$ cat src/rtl/button_debounce.sv
// Two-flop (or deeper) synchronizer plus 4-state debounce FSM producing a clean, registered level.
// Optional saturating glitch counter enabled by defining BUTTON_DEBOUNCE_GLITCH_COUNT_EN.
module button_debounce #(
   parameter int SYNC_STAGES   = 2,
   parameter int STABLE_CYCLES = 650000,
   parameter bit INVERT        = 1'b0
) (
   input  logic       clk,
   input  logic       reset_n,
   input  logic       raw_in,
   output logic       level,
   output logic       busy,
   output logic [7:0] glitch_count
);
   localparam int               CNT_W     = $clog2(STABLE_CYCLES + 1);
   localparam logic [CNT_W-1:0] CNT_ONE   = CNT_W'(1);
   localparam logic [CNT_W-1:0] CNT_ZERO  = '0;
   localparam logic [CNT_W-1:0] CNT_LAST  = CNT_W'(STABLE_CYCLES - 1);
   localparam logic             IDLE_RAW  = INVERT;

   localparam logic [1:0] ST_STABLE_LO = 2'd0;
   localparam logic [1:0] ST_WAIT_HI   = 2'd1;
   localparam logic [1:0] ST_STABLE_HI = 2'd2;
   localparam logic [1:0] ST_WAIT_LO   = 2'd3;

   logic [SYNC_STAGES-1:0] r_sync;
   logic                   w_s;
   logic [1:0]             r_state, w_state_nxt;
   logic [CNT_W-1:0]       r_cnt, w_cnt_nxt;
   logic                   r_level, w_level_nxt;
   logic                   r_busy, w_busy_nxt;

   // Flops preload the idle pad value so leaving reset never looks like a press.
   always_ff @(posedge clk or negedge reset_n) begin
      if (!reset_n) begin
         r_sync <= {SYNC_STAGES{IDLE_RAW}};
      end else begin
         // NOTE: sequential state uses non-blocking assignments so every flop samples pre-edge values.
         r_sync <= {r_sync[SYNC_STAGES-2:0], raw_in};
      end
   end

   assign w_s = r_sync[SYNC_STAGES-1] ^ INVERT;

   always_comb begin
      // NOTE: defaults first so no path through the case leaves a signal unassigned (no latches).
      w_state_nxt = r_state;
      w_cnt_nxt   = CNT_ZERO;
      w_level_nxt = r_level;
      case (r_state)
         ST_STABLE_LO: begin
            if (w_s) begin
               w_state_nxt = ST_WAIT_HI;
               w_cnt_nxt   = CNT_ONE;
            end
         end
         ST_WAIT_HI: begin
            if (!w_s) begin
               w_state_nxt = ST_STABLE_LO;
            end else if (r_cnt == CNT_LAST) begin
               w_state_nxt = ST_STABLE_HI;
               w_level_nxt = 1'b1;
            end else begin
               w_cnt_nxt = r_cnt + CNT_ONE;
            end
         end
         ST_STABLE_HI: begin
            if (!w_s) begin
               w_state_nxt = ST_WAIT_LO;
               w_cnt_nxt   = CNT_ONE;
            end
         end
         ST_WAIT_LO: begin
            if (w_s) begin
               w_state_nxt = ST_STABLE_HI;
            end else if (r_cnt == CNT_LAST) begin
               w_state_nxt = ST_STABLE_LO;
               w_level_nxt = 1'b0;
            end else begin
               w_cnt_nxt = r_cnt + CNT_ONE;
            end
         end
         default: begin
            w_state_nxt = ST_STABLE_LO;
            w_level_nxt = 1'b0;
         end
      endcase
      w_busy_nxt = (w_state_nxt == ST_WAIT_HI) || (w_state_nxt == ST_WAIT_LO);
   end

   always_ff @(posedge clk or negedge reset_n) begin
      if (!reset_n) begin
         r_state <= ST_STABLE_LO;
         r_cnt   <= CNT_ZERO;
         r_level <= 1'b0;
         r_busy  <= 1'b0;
      end else begin
         r_state <= w_state_nxt;
         r_cnt   <= w_cnt_nxt;
         r_level <= w_level_nxt;
         r_busy  <= w_busy_nxt;
      end
   end

   assign level = r_level;
   assign busy  = r_busy;

`ifdef BUTTON_DEBOUNCE_GLITCH_COUNT_EN
   logic       w_glitch;
   logic [7:0] r_glitch_count;

   // A glitch is a bounce back to the current level while qualifying.
   assign w_glitch = ((r_state == ST_WAIT_HI) && !w_s) || ((r_state == ST_WAIT_LO) && w_s);

   always_ff @(posedge clk or negedge reset_n) begin
      if (!reset_n) begin
         r_glitch_count <= 8'd0;
      end else if (w_glitch && (r_glitch_count != 8'hFF)) begin
         r_glitch_count <= r_glitch_count + 8'd1;
      end
   end

   assign glitch_count = r_glitch_count;
`else
   assign glitch_count = 8'd0;
`endif

endmodule

$ cat config.mk
export PLATFORM = sky130hd
export DESIGN_NAME = button_debounce
export DESIGN_NICKNAME = d
export VERILOG_FILES = /design/src/rtl/button_debounce.sv
export SDC_FILE = /design/constraint.sdc
export NUM_CORES = 1
export LEC_CHECK = 0
export ABC_AREA = 0
export CAP_MARGIN = 20
export CELL_PAD_IN_SITES_DETAIL_PLACEMENT = 1
export CELL_PAD_IN_SITES_GLOBAL_PLACEMENT = 2
export CORE_MARGIN = 8
export CORE_UTILIZATION = 32
export DETAILED_ROUTE_END_ITERATION = 8
export MAX_ROUTING_LAYER = met4
export PLACE_DENSITY = 0.75
export SYNTH_ARGS = -nofsm -noshare
export SYNTH_HDL_FRONTEND = slang
export SYNTH_SLANG_ARGS = --single-unit
$ cat constraint.sdc
create_clock -name clk -period 1.7 [get_ports clk]
set_clock_uncertainty 0.05 [all_clocks]
set_input_delay 0.34 -clock clk [delete_from_list [all_inputs] [get_ports clk]]
set_output_delay 0.34 -clock clk [all_outputs]
set_load 0.01 [all_outputs]
==> implementation parameters, run 1 <==
Parameter                              Value

Run status
  Run status    finished, violations left
  Failing checks    negative setup slack

Critical path
  Arrival time of the worst setup path    1890 ps
  Reg-to-reg slack, setup    -80 ps
  WS Path Type    flip-flop to flip-flop
  Depth of the worst register-to-register path    5
  Critical path startpoint    r_cnt[6]$_DFF_PN0_
  Endpoint kind of the worst setup timing path    flip-flop
  Category of the worst setup path launch point    flip-flop
  Critical Path Fanout Max    4
  Critical Path RT    1810 ps
  Reg-to-reg critical path startpoint    r_cnt[6]$_DFF_PN0_

CTS
  Number of buffers created by CTS    3
  Clock sink count    26
  Clock-pin slew on the worst setup and hold paths    100 ps
  TritonCTS clock tree    done
  Post-CTS Hold Fix Bufs    0
  Clock Latency Late Sink    270 ps
  CTS root buf    sky130_fd_sc_hd__clkbuf_8
  Maximum root-to-sink buffer count    2
  CTS H-tree lvls    1

Power and ir drop
  Internal portion of total power    0.967 mW
  Leakage Power    0.716 nW
  Total power divided by cell area    707 nW/um^2
  Relative contribution of combinational cells to total power    5.6%
  Peak supply drop    0.297 mV
  Clock network fraction of total power    42.4%
  Sequential share of power    52.0%
  Overall power    1.22 mW
  Switching power share of the total    20.9%
  Switching power total    0.255 mW

Route
  Number of search-and-repair iterations in the first detailed-routing pass    2
  Ratio of routed vias to standard cells    5.02
  Routed wire per std cell    16.7 um
  Total wirelength of the detailed-routed design    3.53 mm
  DRC    0
  Drt first-iter violations    24
  Antenna-violating nets left    0
  Via total after detailed routing    1060

Synth
  EDFF count, synth    0
  Syn_area_per_cell    10.2 um^2
  Yosys warning count    0
  Sequential-to-total area share from yosys stat    47.8%
  Post-synthesis instance area    1360 um^2
  Top FF cell, synth    sky130_fd_sc_hd__dfrtp_1
  Proportion of register bits with asynchronous set or reset after synthesis    100%
  FF+latch count, synth    26
  Count of distinct cell types in the synthesized netlist    39
  Number of standard cells after synthesis    133

GRT
  Largest net degree at the start of global routing    27
  Number of global-route vias before repair    1270
  Number of antenna violations at the first check in global routing    0
  Total overflow reported by the global router    0
  Overall routing resource usage    11.8%
  First-pass GRT wire length    6.00 mm

Final layout
  Fillers    454
  Leading cell type in the layout, fill and taps excluded    sky130_fd_sc_hd__dfrtp_1
  Fraction of final layout cells with drive strength greater than 1    28.0%
  Sequential Area    651 um^2
  Number of antenna cells inserted    0
  Highest-count cells in the layout ignoring fill and taps    26 x sky130_fd_sc_hd__dfrtp_1, 24 x sky130_fd_sc_hd__buf_4, 15 x sky130_fd_sc_hd__nor2_1
  Final instance area    1730 um^2
  Number of nets in the layout    166
  Multi-input gate area in the final layout    673 um^2
  Area Growth Syn to Fin    26.9%

Timing
  Worst-case setup margin in the final layout    -82.7 ps
  Highest clock frequency the design can meet    0.561 GHz
  Final critical delay including setup and external delays    1780 ps
  Transition time at the pin with the least slew margin    516 ps
  RSZ-0062 raised after global routing    true
  Final clock period utilization by the worst path    105%
  Worst rel slew slack    65.4%
  Count of endpoints failing hold in the final timing report    0
  Final Max Slew Viols    0
  Final setup fails    21

Worst hold path
  Worst hold path cell count    0
  Worst Hold Launch    r_sync[0]$_DFF_PN0_
  Min-Delay Path Class    flip-flop to flip-flop

Floorplanning
  Placement row count    23
  Core Box Area    4060 um^2
  Number of top-level pins    13
  Die width    81.2 um
  Die H    81.2 um
  Initial standard-cell utilization of the core    33.5%
  Die Outline Area    6600 um^2

Flow run
  Max cap viols    0

Place
  Hpwl dp    2.58 mm
  Instance area after placement    1600 um^2
  Global placement routability congestion    0.781
  Count of buffers from port buffering    4
  Worst Setup Slack post-DPL    -80.4 ps
[cell families after synthesis]
| kind of cell | after synthesis | synth area share (%) |
|---|---|---|
| AOI/OAI and AO/OA | 15 | 7.63 |
| other | 1 | 0.275 |
| and+or+nand+nor | 56 | 24.8 |
| muxes | 1 | 0.827 |
| buffers and inverters | 18 | 8.09 |
| DFF | 26 | 47.8 |
| xor gates and xnor gates | 15 | 9.65 |
| adders and majority gates | 1 | 0.919 |
[timing repair]
action                     4_1_cts  5_1_grt
setup buffers                    1        1
hold endpoints to repair         0        0
pin swaps                        6        2
setup endpoints to repair       21       22
gates resized for setup          2        7
[final cells by class]
type / count / share of cell area, %
clock buffers: 3 / 2.39
clock inverters: 1 / 1.74
inverters: 5 / 1.09
multi-input cells: 96 / 39.0
flip-flops and latches: 26 / 37.7
well taps: 50 / 3.62
repair buffers: 30 / 14.6
[power by group through the flow]
stage | sequential (mW) | combinational, mW | clock (mW)
floorplan | 0.646 | 0.0429 | 0
finish | 0.635 | 0.0690 | 0.518
global route | 0.637 | 0.0785 | 0.551
CTS | 0.634 | 0.0663 | 0.533
global placement | 0.645 | 0.0628 | 0
detailed placement | 0.646 | 0.0652 | 0
[synthesized netlist by cell type (2+ instances only)]
| cell type | number | area [um^2] |
|---|---|---|
| sky130_fd_sc_hd__buf_4 | 9 | 67.6 |
| sky130_fd_sc_hd__and2_1 | 2 | 12.5 |
| sky130_fd_sc_hd__nor2_1 | 16 | 60.1 |
| sky130_fd_sc_hd__a21oi_1 | 4 | 20.0 |
| sky130_fd_sc_hd__inv_1 | 5 | 18.8 |
| sky130_fd_sc_hd__dfrtp_1 | 26 | 651 |
| sky130_fd_sc_hd__o31ai_1 | 3 | 22.5 |
| sky130_fd_sc_hd__xnor2_1 | 8 | 70.1 |
| sky130_fd_sc_hd__a31oi_1 | 2 | 12.5 |
| sky130_fd_sc_hd__xor2_1 | 7 | 61.3 |
| sky130_fd_sc_hd__clkbuf_1 | 2 | 7.51 |
| sky130_fd_sc_hd__nand2_1 | 6 | 22.5 |
| sky130_fd_sc_hd__nand3_1 | 7 | 35.0 |
| sky130_fd_sc_hd__nor4_1 | 5 | 31.3 |
| sky130_fd_sc_hd__nand4_1 | 6 | 37.5 |
| sky130_fd_sc_hd__or4_1 | 2 | 15.0 |
[critical path: stages, from the launching register on]
cell	delay, ps
sky130_fd_sc_hd__dfrtp_1	400
sky130_fd_sc_hd__or4b_4	550
sky130_fd_sc_hd__nor4_4	200
sky130_fd_sc_hd__buf_4	210
sky130_fd_sc_hd__a31oi_4	90
sky130_fd_sc_hd__a21boi_2	170
[sequential cells by signal (all words and copies together), names as in the netlist]
name     count
r_cnt       20
r_state      2
level        1
busy         1
r_sync       2
[metrics by stage]
step	instances	TNS, ps	hold WS (ps)	util [%]
CTS	210	-891	309	41.6
detailed placement	205	-602	286	39.5
finish	211	-666	307	42.6
global placement	205	-36.3	293	39.5
global route	211	-2290	328	42.6
floorplan	140	-1300	-5.59	-
[metal layers]
metal	vias up	share of wire [%]	track usage (%)
met5	-	0	-
met4	0	0.96	4.29
met3	2	1.2	1.55
met2	6	56	21.3
met1	544	41	12.9
li1	508	-	-
[worst paths after layout]
kind,to
min in group asynchronous,r_cnt[18]$_DFF_PN0_
max reg2reg,r_cnt[0]$_DFF_PN0_
max,r_cnt[0]$_DFF_PN0_
min,r_sync[1]$_DFF_PN0_
min reg2reg,r_sync[1]$_DFF_PN0_
max in group asynchronous,r_cnt[13]$_DFF_PN0_
Power figures use the tool's default switching activity.
==> run 2: changes to the inputs <==
--- a/config.mk
+++ b/config.mk
@@ -13,7 +13,8 @@
 export CORE_UTILIZATION = 32
 export DETAILED_ROUTE_END_ITERATION = 8
 export MAX_ROUTING_LAYER = met4
-export PLACE_DENSITY = 0.75
+export PLACE_DENSITY_LB_ADDON = 0.15
+export SKIP_CTS_REPAIR_TIMING = 1
 export SYNTH_ARGS = -nofsm -noshare
 export SYNTH_HDL_FRONTEND = slang
 export SYNTH_SLANG_ARGS = --single-unit
==> run 2 against run 1 <==
  * First-iteration DRC count fell by 13%
  * Global-route usage fell by 0.17 points
  * Critical endpoint is now r_cnt[17]$_DFF_PN0_
  * Non-clock buffer count fell by 1
  * Via count fell by 2.4%
  * Power fell by 13%
  * Critical path type unchanged
  * The flow still finishes with violations (negative setup slack)
  * Largest power group unchanged
  * Final area fell by 2.8%
  * Routed wire length fell by 6.0%
==> implementation parameters, run 2 (synthesized netlist as in run 1, its figures left out) <==
Parameter                              Value

Run status
  Run status    finished, violations left
  Failing checks    negative setup slack

GRT
  Met1 demand-to-capacity share in global routing    13.0%
  Met3 track demand over resource in global routing    1.99%
  Total overflow reported by the global router    0
  Overall routing resource usage    11.6%
  GRT busiest layer    met2
  First-pass GRT wire length    5.62 mm
  Number of antenna violations at the first check in global routing    0
  Largest net degree at the start of global routing    27
  Number of global-route vias before repair    1124
  Met2 track demand over resource in global routing    20.1%

Route
  Via total after detailed routing    1035
  DRC    0
  Total wirelength of the detailed-routed design    3.31 mm
  Drt first-iter violations    21
  Antenna-violating nets left    0
  Ratio of routed vias to standard cells    4.95
  Routed wire per std cell    15.9 um
  Number of search-and-repair iterations in the first detailed-routing pass    4

Final layout
  Area Growth Syn to Fin    23.3%
  Number of antenna cells inserted    0
  Flip-flop count of the largest register, all copies and words added    20
  Regs by FF count    r_cnt (20), r_state (2), r_sync (2)
  Number of standard cells in the final layout excluding fillers    209
  Fraction of final layout cells with drive strength greater than 1    26.4%
  Highest-count cells in the layout ignoring fill and taps    26 x sky130_fd_sc_hd__dfrtp_1, 24 x sky130_fd_sc_hd__buf_4, 15 x sky130_fd_sc_hd__nor2_1
  Core Util, Final    41.4%
  Number of nets in the layout    165
  Top register by number of flip-flops    r_cnt
  Leading cell type in the layout, fill and taps excluded    sky130_fd_sc_hd__dfrtp_1

Power and ir drop
  Switching power total    0.251 mW
  Clock network fraction of total power    34.0%
  Total power divided by cell area    632 nW/um^2
  Relative contribution of combinational cells to total power    6.3%
  Switching power share of the total    23.6%
  Leakage Power    0.691 nW
  Overall power    1.06 mW
  Sequential share of power    59.7%
  Internal portion of total power    0.811 mW
  Peak supply drop    0.381 mV

CTS
  Maximum root-to-sink buffer count    2
  CTS root buf    sky130_fd_sc_hd__clkbuf_8
  Number of buffers created by CTS    3
  TritonCTS clock tree    done
  Clock-pin slew on the worst setup and hold paths    90 ps
  Clock Latency Late Sink    270 ps
  CTS H-tree lvls    1
  Clock sink count    26

Timing
  Count of endpoints failing hold in the final timing report    0
  Final clock period utilization by the worst path    105%
  Worst-case setup margin in the final layout    -80.4 ps
  Final critical delay including setup and external delays    1780 ps
  Highest clock frequency the design can meet    0.562 GHz
  RSZ-0062 raised after global routing    true
  Final setup fails    21
  Final Max Slew Viols    0

Floorplanning
  Die width    81.2 um
  Placement row count    23
  Die Outline Area    6600 um^2
  Number of top-level pins    13
  Core Box Area    4060 um^2
  Die H    81.2 um
  Initial standard-cell utilization of the core    33.5%

Critical path
  WS Path Type    flip-flop to flip-flop
  Category of the worst setup path launch point    flip-flop
  Endpoint kind of the worst setup timing path    flip-flop
  Critical Path RT    1800 ps
  Critical Path Fanout Max    18
  Arrival time of the worst setup path    1880 ps

Place
  Count of buffers from port buffering    4
  Hpwl dp    2.54 mm
  Cell Count Post-Placement    205
  Global placement routability congestion    0.742

Worst hold path
  Min-Delay Path Class    flip-flop to flip-flop

Flow run
  Max cap viols    0
-- run 2: worst max-delay path, stage by stage, from the launching register on --
cell                      delay [ps]
sky130_fd_sc_hd__dfrtp_1         390
sky130_fd_sc_hd__or4b_4          540
sky130_fd_sc_hd__nor4_4          220
sky130_fd_sc_hd__a211o_1         230
sky130_fd_sc_hd__buf_12          160
sky130_fd_sc_hd__a21oi_1          70
-- run 2: final timing paths --
path / startpoint / to / slack, ps / cells after the start
max: r_cnt[6]$_DFF_PN0_ / r_cnt[17]$_DFF_PN0_ / -80 / 5
min: r_sync[0]$_DFF_PN0_ / r_sync[1]$_DFF_PN0_ / 310 / 0
max reg2reg: r_cnt[6]$_DFF_PN0_ / r_cnt[17]$_DFF_PN0_ / -80 / 5
min reg2reg: r_sync[0]$_DFF_PN0_ / r_sync[1]$_DFF_PN0_ / 310 / 0
max in group asynchronous: reset_n / r_cnt[12]$_DFF_PN0_ / 960 / 2
min in group asynchronous: reset_n / r_sync[0]$_DFF_PN0_ / 380 / 2
-- run 2: power groups by stage --
stage | sequential [mW] | combinational (mW) | clock, mW
after global placement | 0.645 | 0.0635 | 0
final | 0.634 | 0.0667 | 0.361
after CTS | 0.634 | 0.0660 | 0.373
after global routing | 0.635 | 0.0747 | 0.396
after detailed placement | 0.646 | 0.0658 | 0
after floorplan | 0.646 | 0.0429 | 0
-- run 2: area by class of cell --
class,count,area [um^2]
multi-input cells,96,666
inverters,5,18.8
fillers,464,2380
well taps,50,62.6
repair buffers,29,240
clock buffers,3,41.3
flip-flops and latches,26,651
-- run 2: metal layers --
layer	routed length, um	vias to the layer above
met5	0	-
met4	50	0
met3	60	5
met2	1690	6
met1	1510	522
li1	-	502
-- run 2: through the flow --
step | setup TNS (ps) | setup WS (ps) | hold WS (ps) | area [um^2]
after detailed placement | -692 | -66.9 | 299 | 1600
after floorplan | -1300 | -114 | -5.59 | 1400
final | -1030 | -80.4 | 313 | 1680
after global routing | -2160 | -128 | 332 | 1680
after CTS | -1080 | -89.5 | 321 | 1650
after global placement | -70.0 | -39.0 | 293 | 1600
